### config.mk
export PLATFORM = sky130hd
export DESIGN_NAME = nes_int_ctrl_flat
export DESIGN_NICKNAME = d
export VERILOG_FILES = /design/src/rtl/nes_int_ctrl_if.sv /design/src/rtl/nes_int_ctrl.sv /design/src/flat_wrapper.sv
export SDC_FILE = /design/constraint.sdc
export NUM_CORES = 1
export LEC_CHECK = 0
export CAP_MARGIN = 20
export CORE_MARGIN = 4
export CORE_UTILIZATION = 35
export DETAILED_ROUTE_END_ITERATION = 6
export GPL_TIMING_DRIVEN = 0
export PLACE_DENSITY = 0.72
export SLEW_MARGIN = 30
export SYNTH_ARGS = -nofsm -noshare
export SYNTH_HDL_FRONTEND = slang
export SYNTH_SLANG_ARGS = --single-unit
### constraint.sdc
create_clock -name clk_ph1 -period 1 [get_ports clk_ph1]
set_clock_uncertainty 0.1 [all_clocks]
set_input_delay 0.3 -clock clk_ph1 [delete_from_list [all_inputs] [get_ports clk_ph1]]
set_output_delay 0.3 -clock clk_ph1 [all_outputs]
set_load 0.01 [all_outputs]
### src/rtl/nes_int_ctrl_if.sv
// -----------------------------------------------------------------------------
// nes_int_ctrl_if
// Groups the pin-side inputs, the instruction-controller handshake and the
// BRK-microcode steering outputs of the 6502 interrupt/reset sequencer.
//
// Signals:
//   nmi_n       NMI pin, active-low, edge-sensitive
//   irq_n       IRQ pin, active-low, level-sensitive
//   i_flag      processor status I bit (1 = IRQ masked)
//   t1_next     closing edge of this cycle loads a new opcode
//   vec_fetch   BRK sequence reads the vector low byte this cycle
//   int_flag    request BRK injection at the next T1
//   vector_sel  00 = IRQ/BRK, 01 = NMI, 10 = RESET
//   hw_int      current BRK is hardware-injected (push B=0, hold PC)
//   rw_suppress reset sequence active, stack pushes become reads
//   nmi_pending latched NMI edge not yet serviced (debug)
//
// Modports:
//   slave  - the sequencer itself
//   master - the CPU core / pins side that drives the inputs
// -----------------------------------------------------------------------------
interface nes_int_ctrl_if;
  logic       nmi_n;
  logic       irq_n;
  logic       i_flag;
  logic       t1_next;
  logic       vec_fetch;
  logic       int_flag;
  logic [1:0] vector_sel;
  logic       hw_int;
  logic       rw_suppress;
  logic       nmi_pending;

  modport slave (
    input  nmi_n, irq_n, i_flag, t1_next, vec_fetch,
    output int_flag, vector_sel, hw_int, rw_suppress, nmi_pending
  );

  modport master (
    output nmi_n, irq_n, i_flag, t1_next, vec_fetch,
    input  int_flag, vector_sel, hw_int, rw_suppress, nmi_pending
  );
endinterface

### src/rtl/nes_int_ctrl.sv
// -----------------------------------------------------------------------------
// nes_int_ctrl
// Interrupt/reset sequencer for the 6502 core. Synchronises the NMI/IRQ pins,
// latches NMI falling edges, arbitrates NMI > IRQ, and raises int_flag so the
// instruction controller substitutes BRK at the next T1. While the injected
// BRK runs it steers the vector fetch, the B flag and write suppression.
//
// Ports:
//   clk_ph1  CPU phase-1 clock, all state changes on its rising edge
//   rst      asynchronous active-high reset (re-enters the RESET sequence)
//   bus      nes_int_ctrl_if.slave (pins, T1 handshake, vector steering)
//
// Parameters:
//   NMI_SYNC_STAGES  flops on nmi_n / irq_n before detection (1..3)
//
// Optional build macro:
//   NES_NMI_HIJACK_EN  an NMI that becomes pending while an IRQ BRK is still
//                      before its vector fetch redirects that BRK to the NMI
//                      vector (6502 vector hijacking). Undefined: source and
//                      vector are frozen for the whole service.
// -----------------------------------------------------------------------------
module nes_int_ctrl #(
  parameter int NMI_SYNC_STAGES = 2
) (
  input  logic          clk_ph1,
  input  logic          rst,
  nes_int_ctrl_if.slave bus
);

  typedef enum logic [1:0] {
    IDLE    = 2'd0,
    ARMED   = 2'd1,
    SERVICE = 2'd2
  } state_t;

  // Encoded so that the source doubles as the vector select value.
  typedef enum logic [1:0] {
    SRC_IRQ   = 2'b00,
    SRC_NMI   = 2'b01,
    SRC_RESET = 2'b10
  } src_t;

  state_t state, state_nx;
  src_t   src, src_nx;

  logic       int_flag_q, int_flag_nx;
  logic       hw_int_q, hw_int_nx;
  logic       rw_suppress_q, rw_suppress_nx;
  logic [1:0] vector_sel_q, vector_sel_nx;
  logic       nmi_pending_q, nmi_pending_nx;

  logic [NMI_SYNC_STAGES-1:0] nmi_sync;
  logic [NMI_SYNC_STAGES-1:0] irq_sync;
  logic                       nmi_prev;

  logic nmi_s;
  logic irq_s;
  logic nmi_edge;
  logic irq_req;
  logic pend_clr;

  // ---------------------------------------------------------------------------
  // Pin synchronisers. Reset to the inactive level so that no false NMI edge
  // or IRQ request appears straight out of reset.
  // ---------------------------------------------------------------------------
  // NOTE: sequential state is written with non-blocking assignments so every
  // flop samples the pre-edge values; blocking here would collapse the chain.
  always_ff @(posedge clk_ph1 or posedge rst) begin
    if (rst) begin
      nmi_sync <= '1;
      irq_sync <= '1;
      nmi_prev <= 1'b1;
    end else begin
      nmi_sync[0] <= bus.nmi_n;
      irq_sync[0] <= bus.irq_n;
      for (int i = 1; i < NMI_SYNC_STAGES; i++) begin
        nmi_sync[i] <= nmi_sync[i-1];
        irq_sync[i] <= irq_sync[i-1];
      end
      nmi_prev <= nmi_s;
    end
  end

  assign nmi_s    = nmi_sync[NMI_SYNC_STAGES-1];
  assign irq_s    = irq_sync[NMI_SYNC_STAGES-1];
  // Only the high-to-low transition counts, so a held-low NMI fires once.
  assign nmi_edge = nmi_prev & ~nmi_s;
  assign irq_req  = ~irq_s & ~bus.i_flag;

  // ---------------------------------------------------------------------------
  // State and output registers.
  // ---------------------------------------------------------------------------
  always_ff @(posedge clk_ph1 or posedge rst) begin
    if (rst) begin
      state         <= ARMED;
      src           <= SRC_RESET;
      int_flag_q    <= 1'b1;
      hw_int_q      <= 1'b1;
      rw_suppress_q <= 1'b1;
      vector_sel_q  <= 2'b10;
      nmi_pending_q <= 1'b0;
    end else begin
      state         <= state_nx;
      src           <= src_nx;
      int_flag_q    <= int_flag_nx;
      hw_int_q      <= hw_int_nx;
      rw_suppress_q <= rw_suppress_nx;
      vector_sel_q  <= vector_sel_nx;
      nmi_pending_q <= nmi_pending_nx;
    end
  end

  // ---------------------------------------------------------------------------
  // Next-state / next-output logic.
  // ---------------------------------------------------------------------------
  // NOTE: every signal gets its hold value first so no path through the case
  // leaves one unassigned, which would otherwise infer a latch.
  always_comb begin
    state_nx       = state;
    src_nx         = src;
    int_flag_nx    = int_flag_q;
    hw_int_nx      = hw_int_q;
    rw_suppress_nx = rw_suppress_q;
    vector_sel_nx  = vector_sel_q;
    pend_clr       = 1'b0;

    unique case (state)
      IDLE: begin
        // vec_fetch from a software BRK is ignored here; vector_sel rests 00.
        if (nmi_pending_q || irq_req) begin
          state_nx      = ARMED;
          src_nx        = nmi_pending_q ? SRC_NMI : SRC_IRQ;
          vector_sel_nx = src_nx;
          int_flag_nx   = 1'b1;
          hw_int_nx     = 1'b1;
        end
      end

      ARMED: begin
        // A T1 in the arming cycle itself is not seen: we were still IDLE.
        if (bus.t1_next) begin
          state_nx    = SERVICE;
          int_flag_nx = 1'b0;
        end
      end

      SERVICE: begin
        if (bus.vec_fetch) begin
          state_nx       = IDLE;
          hw_int_nx      = 1'b0;
          rw_suppress_nx = 1'b0;
          vector_sel_nx  = 2'b00;
          pend_clr       = (src == SRC_NMI);
        end
`ifdef NES_NMI_HIJACK_EN
        else if (src == SRC_IRQ && nmi_pending_q) begin
          src_nx        = SRC_NMI;
          vector_sel_nx = SRC_NMI;
        end
`endif
      end

      default: begin
        state_nx = IDLE;
      end
    endcase

    // A fresh edge on the clearing edge must survive: set wins over clear.
    nmi_pending_nx = nmi_edge | (nmi_pending_q & ~pend_clr);
  end

  assign bus.int_flag    = int_flag_q;
  assign bus.hw_int      = hw_int_q;
  assign bus.rw_suppress = rw_suppress_q;
  assign bus.vector_sel  = vector_sel_q;
  assign bus.nmi_pending = nmi_pending_q;

endmodule

### src/flat_wrapper.sv
// flat-port wrapper written by rule: the top's interface ports become plain ports
module nes_int_ctrl_flat 
#(
  parameter int NMI_SYNC_STAGES = 2
)
  (clk_ph1, rst, bus_nmi_n, bus_irq_n, bus_i_flag, bus_t1_next, bus_vec_fetch, bus_int_flag, bus_vector_sel, bus_hw_int, bus_rw_suppress, bus_nmi_pending);
  nes_int_ctrl_if bus_i ();
  input  logic clk_ph1;
  input  logic rst;
  input wire logic [$bits(bus_i.nmi_n)-1:0] bus_nmi_n;
  input wire logic [$bits(bus_i.irq_n)-1:0] bus_irq_n;
  input wire logic [$bits(bus_i.i_flag)-1:0] bus_i_flag;
  input wire logic [$bits(bus_i.t1_next)-1:0] bus_t1_next;
  input wire logic [$bits(bus_i.vec_fetch)-1:0] bus_vec_fetch;
  output wire logic [$bits(bus_i.int_flag)-1:0] bus_int_flag;
  output wire logic [$bits(bus_i.vector_sel)-1:0] bus_vector_sel;
  output wire logic [$bits(bus_i.hw_int)-1:0] bus_hw_int;
  output wire logic [$bits(bus_i.rw_suppress)-1:0] bus_rw_suppress;
  output wire logic [$bits(bus_i.nmi_pending)-1:0] bus_nmi_pending;
  assign bus_i.nmi_n = bus_nmi_n;
  assign bus_i.irq_n = bus_irq_n;
  assign bus_i.i_flag = bus_i_flag;
  assign bus_i.t1_next = bus_t1_next;
  assign bus_i.vec_fetch = bus_vec_fetch;
  assign bus_int_flag = bus_i.int_flag;
  assign bus_vector_sel = bus_i.vector_sel;
  assign bus_hw_int = bus_i.hw_int;
  assign bus_rw_suppress = bus_i.rw_suppress;
  assign bus_nmi_pending = bus_i.nmi_pending;
  nes_int_ctrl #(.NMI_SYNC_STAGES(NMI_SYNC_STAGES)) u_core (.clk_ph1(clk_ph1), .rst(rst), .bus(bus_i));
endmodule
# Word level (Yosys, flattened, before mapping)
# Index checks and enable logic that the tools add are counted.
dict set report classes {
  n_eq_ne 6
  n_mux 14
  n_bitwise 8
  n_reduce_logical 9
}
# op count
set ops {}
lappend ops {{$reduce_and A3 Y1} 3}
lappend ops {{$mux W2} 4}
lappend ops {{$mux W1} 6}
lappend ops {{$pmux W2 S3} 1}
lappend ops {{$eq A2 B1 Y1 const B} 2}
lappend ops {{$ne A2 B2 Y1 const B} 2}
lappend ops {{$not A1 Y1} 4}
lappend ops {{$pmux W1 S2} 2}
lappend ops {{$pmux W2 S2} 1}
lappend ops {{$reduce_and A2 Y1} 2}
lappend ops {{$reduce_bool A2 Y1} 2}
lappend ops {{$and A1 B1 Y1} 3}
lappend ops {{$eq A2 B2 Y1 const B} 1}
lappend ops {{$logic_not A2 Y1} 1}
lappend ops {{$ne A2 B1 Y1 const B} 1}
lappend ops {{$logic_or A1 B1 Y1} 1}
lappend ops {{$or A1 B1 Y1} 1}
dict set report word_totals {
  reg_bits 15
  in_bits 7
  output_inout_bits 6
}

# Logic depth before layout (Yosys ltp)
dict set report logic_depth {
  depth_word 6
  ltp_mapped 3
}

# Worst setup path after synthesis
# Ideal clock, no wire load.
dict set report synth_path {
  kind {reg-to-reg}
  startpoint {reg u_core.state[1]}
  endpoint {reg u_core.src[0]}
  setup_time_ns 0.131
  t_arrival_ns 0.810
  setup_slack_ns -0.041
  path_stages_with_launch 3
  path_buffers 0
  path_cell_list {dfrtp_1 > o41ai_1 > nand2_1}
}
dict set report synth_via {
  elab_chain_cells 2
}
# element line_no
set synth_rtl {}
lappend synth_rtl {{start, declared} nes_int_ctrl.sv:43} ;# state_t state, state_nx;
lappend synth_rtl {{start signal, assigned} nes_int_ctrl.sv:103} ;# state <= state_nx;
lappend synth_rtl {{$logic_not A2 Y1} nes_int_ctrl.sv:127} ;# unique case (state)
lappend synth_rtl {{$reduce_and A2 Y1 (no line)} --}
lappend synth_rtl {{end signal, assigned} nes_int_ctrl.sv:104} ;# src <= src_nx;
lappend synth_rtl {{end, declared} nes_int_ctrl.sv:44} ;# src_t src, src_nx;
# No other way between the ends.
# A chain may end at the register's enable or synchronous reset.

# Final worst setup path
dict set report layout_path {
  startpoint {reg u_core.hw_int_q, in the netlist u_core.bus.hw_int}
  endpoint {out bus_hw_int}
}
# element line_no
set layout_rtl {}
lappend layout_rtl {{start, declared} nes_int_ctrl.sv:47} ;# logic hw_int_q, hw_int_nx;
lappend layout_rtl {{start signal, assigned} nes_int_ctrl.sv:106} ;# hw_int_q <= hw_int_nx;
lappend layout_rtl {{end, declared} flat_wrapper.sv:17} ;# output wire logic [$bits(bus_i.hw_int)-1:0] bus_hw_int;
# No word-level cell between the ends.

==> metrics.yaml <==
grt_pass1_wl_mm: 1.731
numCtsBuffers: 3
period_needed_ns: 1.330
initial_core_util_pct: 39.09
worstSetupPathType: "reg2out"
period_share_pct: 133.0
nets: 72
num_vias: 374
worstPathRequired_ns: 0.60
worst_ep_arrival_time_ns: 0.93
dp_slack_ns: -0.4632
grt_util_all_layers_pct: 11.36
core_um2: 1383
grt_antenna_before_repair: 0
portBuffers: 12
utilization_pct: 57.29
worst_pin_slew_ns: 0.5274
drc: 0
reg2reg_slack_ns: -0.13
rsz0062_at_grt: "true"
syn_to_final_growth_pct: 46.53
total_leakage_power_nw: 0.3526
die_x_um: 47.30
hpwl_um: 680.9
setup-violations-final: 16
die-area_um2: 2237
routed_wl_mm: 1.071
die_h_um: 47.30
cts_tree: "done"
max_stage_delay_ns: 0.55
crit_path_start_kind: "flip-flop"
vias_per_cell: 4.734
maxCapViolCount: 0
layout_commonest_cell: "dfstp_2"
crit_fanout: 2
fill_cells: 127
path_depth: 1
grt-ovfl-total: 0
slew_viol_final: 0
drtPass1Iterations: 2
yosysUniqueCellTypes: 15
crit_end: "bus_hw_int"
ff2ff_path_depth: 4
cts_sinks: 15
final_hold_viol_count: 0
holdBufCountCts: 0
first_iter_violations: 3
final_cell_mix: "dfstp_2 (11), nand2_1 (6), buf_6 (6), clkdlybuf4s50_1 (4)"
crit_path_start: "u_core.bus.hw_int"
status: "finished, violations left"
synth_nets: 50
n_antenna_cell: 0
grt_pass1_vias: 406
relSlewSlack_pct: 64.80
hp-class: "in2async"
powerDensity_nw_per_um2: 2630
drive_above_1_share_pct: 53.13
place.gp.congestion: 0.6997
cp_num_buf_inv: 1
ys_seq_area_share_pct: 71.99
fmax_mhz: 752.1
rows: 13
r2r-end: "u_core.bus.int_flag"
clk_pin_slew_ns: 0.10
root_buffer: "clkbuf_4"
postLayoutSetupSlackWorst_ns: -0.3295
clk_latency_ns: 0.28
path_delay_family: "flip-flops"
max-vdd-ir-drop_mv: 1.577
ant_nets: 0
p_total_mw: 2.083
cp-end-kind: "output pin"
synth.avg_cell_area_um2: 12.57
cp_slowest_cell: "dfstp_2"
ys_ff_latch: 15
grt_max_degree: 16
crit_chain: "buf_6"
postSynthCellCount: 43
cts_buffer_depth: 2
synthesis.area_um2: 540.5
yosys_warnings: 0
r2r-start: "u_core.state[1]"
num_io_pins: 13
failed_checks: "negative setup slack"
htree_levels: 1
wl_per_cell_um: 13.56
cell usage after synthesis:
cell / number / area, µm²
nand3b_1: 2 / 15.01
inv_1: 3 / 11.26
dfrtp_1: 4 / 100.1
o41ai_1: 1 / 8.760
nand2b_1: 3 / 18.77
o21ai_2: 1 / 8.760
nand2_1: 6 / 22.52
o21ai_0: 3 / 15.01
nor2_1: 2 / 7.510
o311ai_0: 1 / 8.760
o21ai_1: 2 / 10.01
and2_1: 2 / 12.51
dfstp_2: 11 / 289.0
and3_1: 1 / 6.260
nor2b_1: 1 / 6.260
state kept, by name, indices dropped and copies added, names as in the netlist:
register                flops
u_core.bus.nmi_pending      1
u_core.bus.vector_sel       2
u_core.bus.rw_suppress      1
u_core.bus.hw_int           1
u_core.bus.int_flag         1
u_core.irq_sync             2
u_core.nmi_sync             2
u_core.nmi_prev             1
u_core.src                  2
u_core.state                2
cell families after synthesis:
logic type / after synthesis / synth area share (%)
and+or+nand+nor: 17 / 16.44
AOI/OAI and AO/OA: 8 / 9.491
buffers and inverters: 3 / 2.083
DFF: 15 / 71.99
metrics by stage:
step	hold slack, ns	setup TNS [ns]	instances	area [µm²]
after floorplan	0.09361	-0.09572	43	550.5
after global placement	0.2464	-7.798	70	689.4
after detailed placement	0.2476	-8.169	70	689.4
after CTS	0.2602	-2.620	78	762.0
after global routing	0.2677	-3.321	79	792.0
final	0.2446	-2.702	79	792.0
routing by layer:
| layer | GRT usage (%) | vias up | routed length, µm |
|---|---|---|---|
| li1 | - | 183 | - |
| met1 | 14.76 | 179 | 469 |
| met2 | 17.11 | 10 | 530 |
| met3 | 2.682 | 2 | 67 |
| met4 | 6.630 | 0 | 4 |
| met5 | 0 | - | 0 |
report_power, final:
group / leakage (nW) / switching, mW / internal [mW] / total [mW]
Clock: 0.0150 / 0.193 / 0.155 / 0.347
Combinational: 0.182 / 0.335 / 0.452 / 0.787
Sequential: 0.156 / 0.155 / 0.793 / 0.948
Total: 0.353 / 0.683 / 1.40 / 2.08
how the worst min path moves through the flow:
stage | to | from | cells past startpoint | slack (ns)
floorplan | u_core.bus.nmi_pending | rst | 1 | 0.09
global placement | u_core.nmi_sync[1] | u_core.nmi_sync[0] | 0 | 0.25
detailed placement | u_core.nmi_sync[1] | u_core.nmi_sync[0] | 0 | 0.25
CTS | u_core.src[0] | rst | 2 | 0.26
global route | u_core.irq_sync[1] | u_core.irq_sync[0] | 0 | 0.27
finish | u_core.src[0] | rst | 2 | 0.24
final cells by class:
class / instances / area (µm²) / share of cell area (%)
Clock buffer: 4 / 26.28 / 3.318
Inverter: 3 / 11.26 / 1.422
Multi-Input combinational cell: 25 / 187.7 / 23.70
Sequential cell: 15 / 390.4 / 49.29
Tap cell: 15 / 18.77 / 2.370
Timing Repair Buffer: 17 / 157.7 / 19.91
timing repair:
item / in CTS / in global routing
pin swaps: 7 / 5
endpoints found under the setup margin: 16 / 16
endpoints found under the hold margin: 0 / 0
setup buffers: 4 / 1
resized for setup: 40 / 5
(Power assumes the default switching activity.)
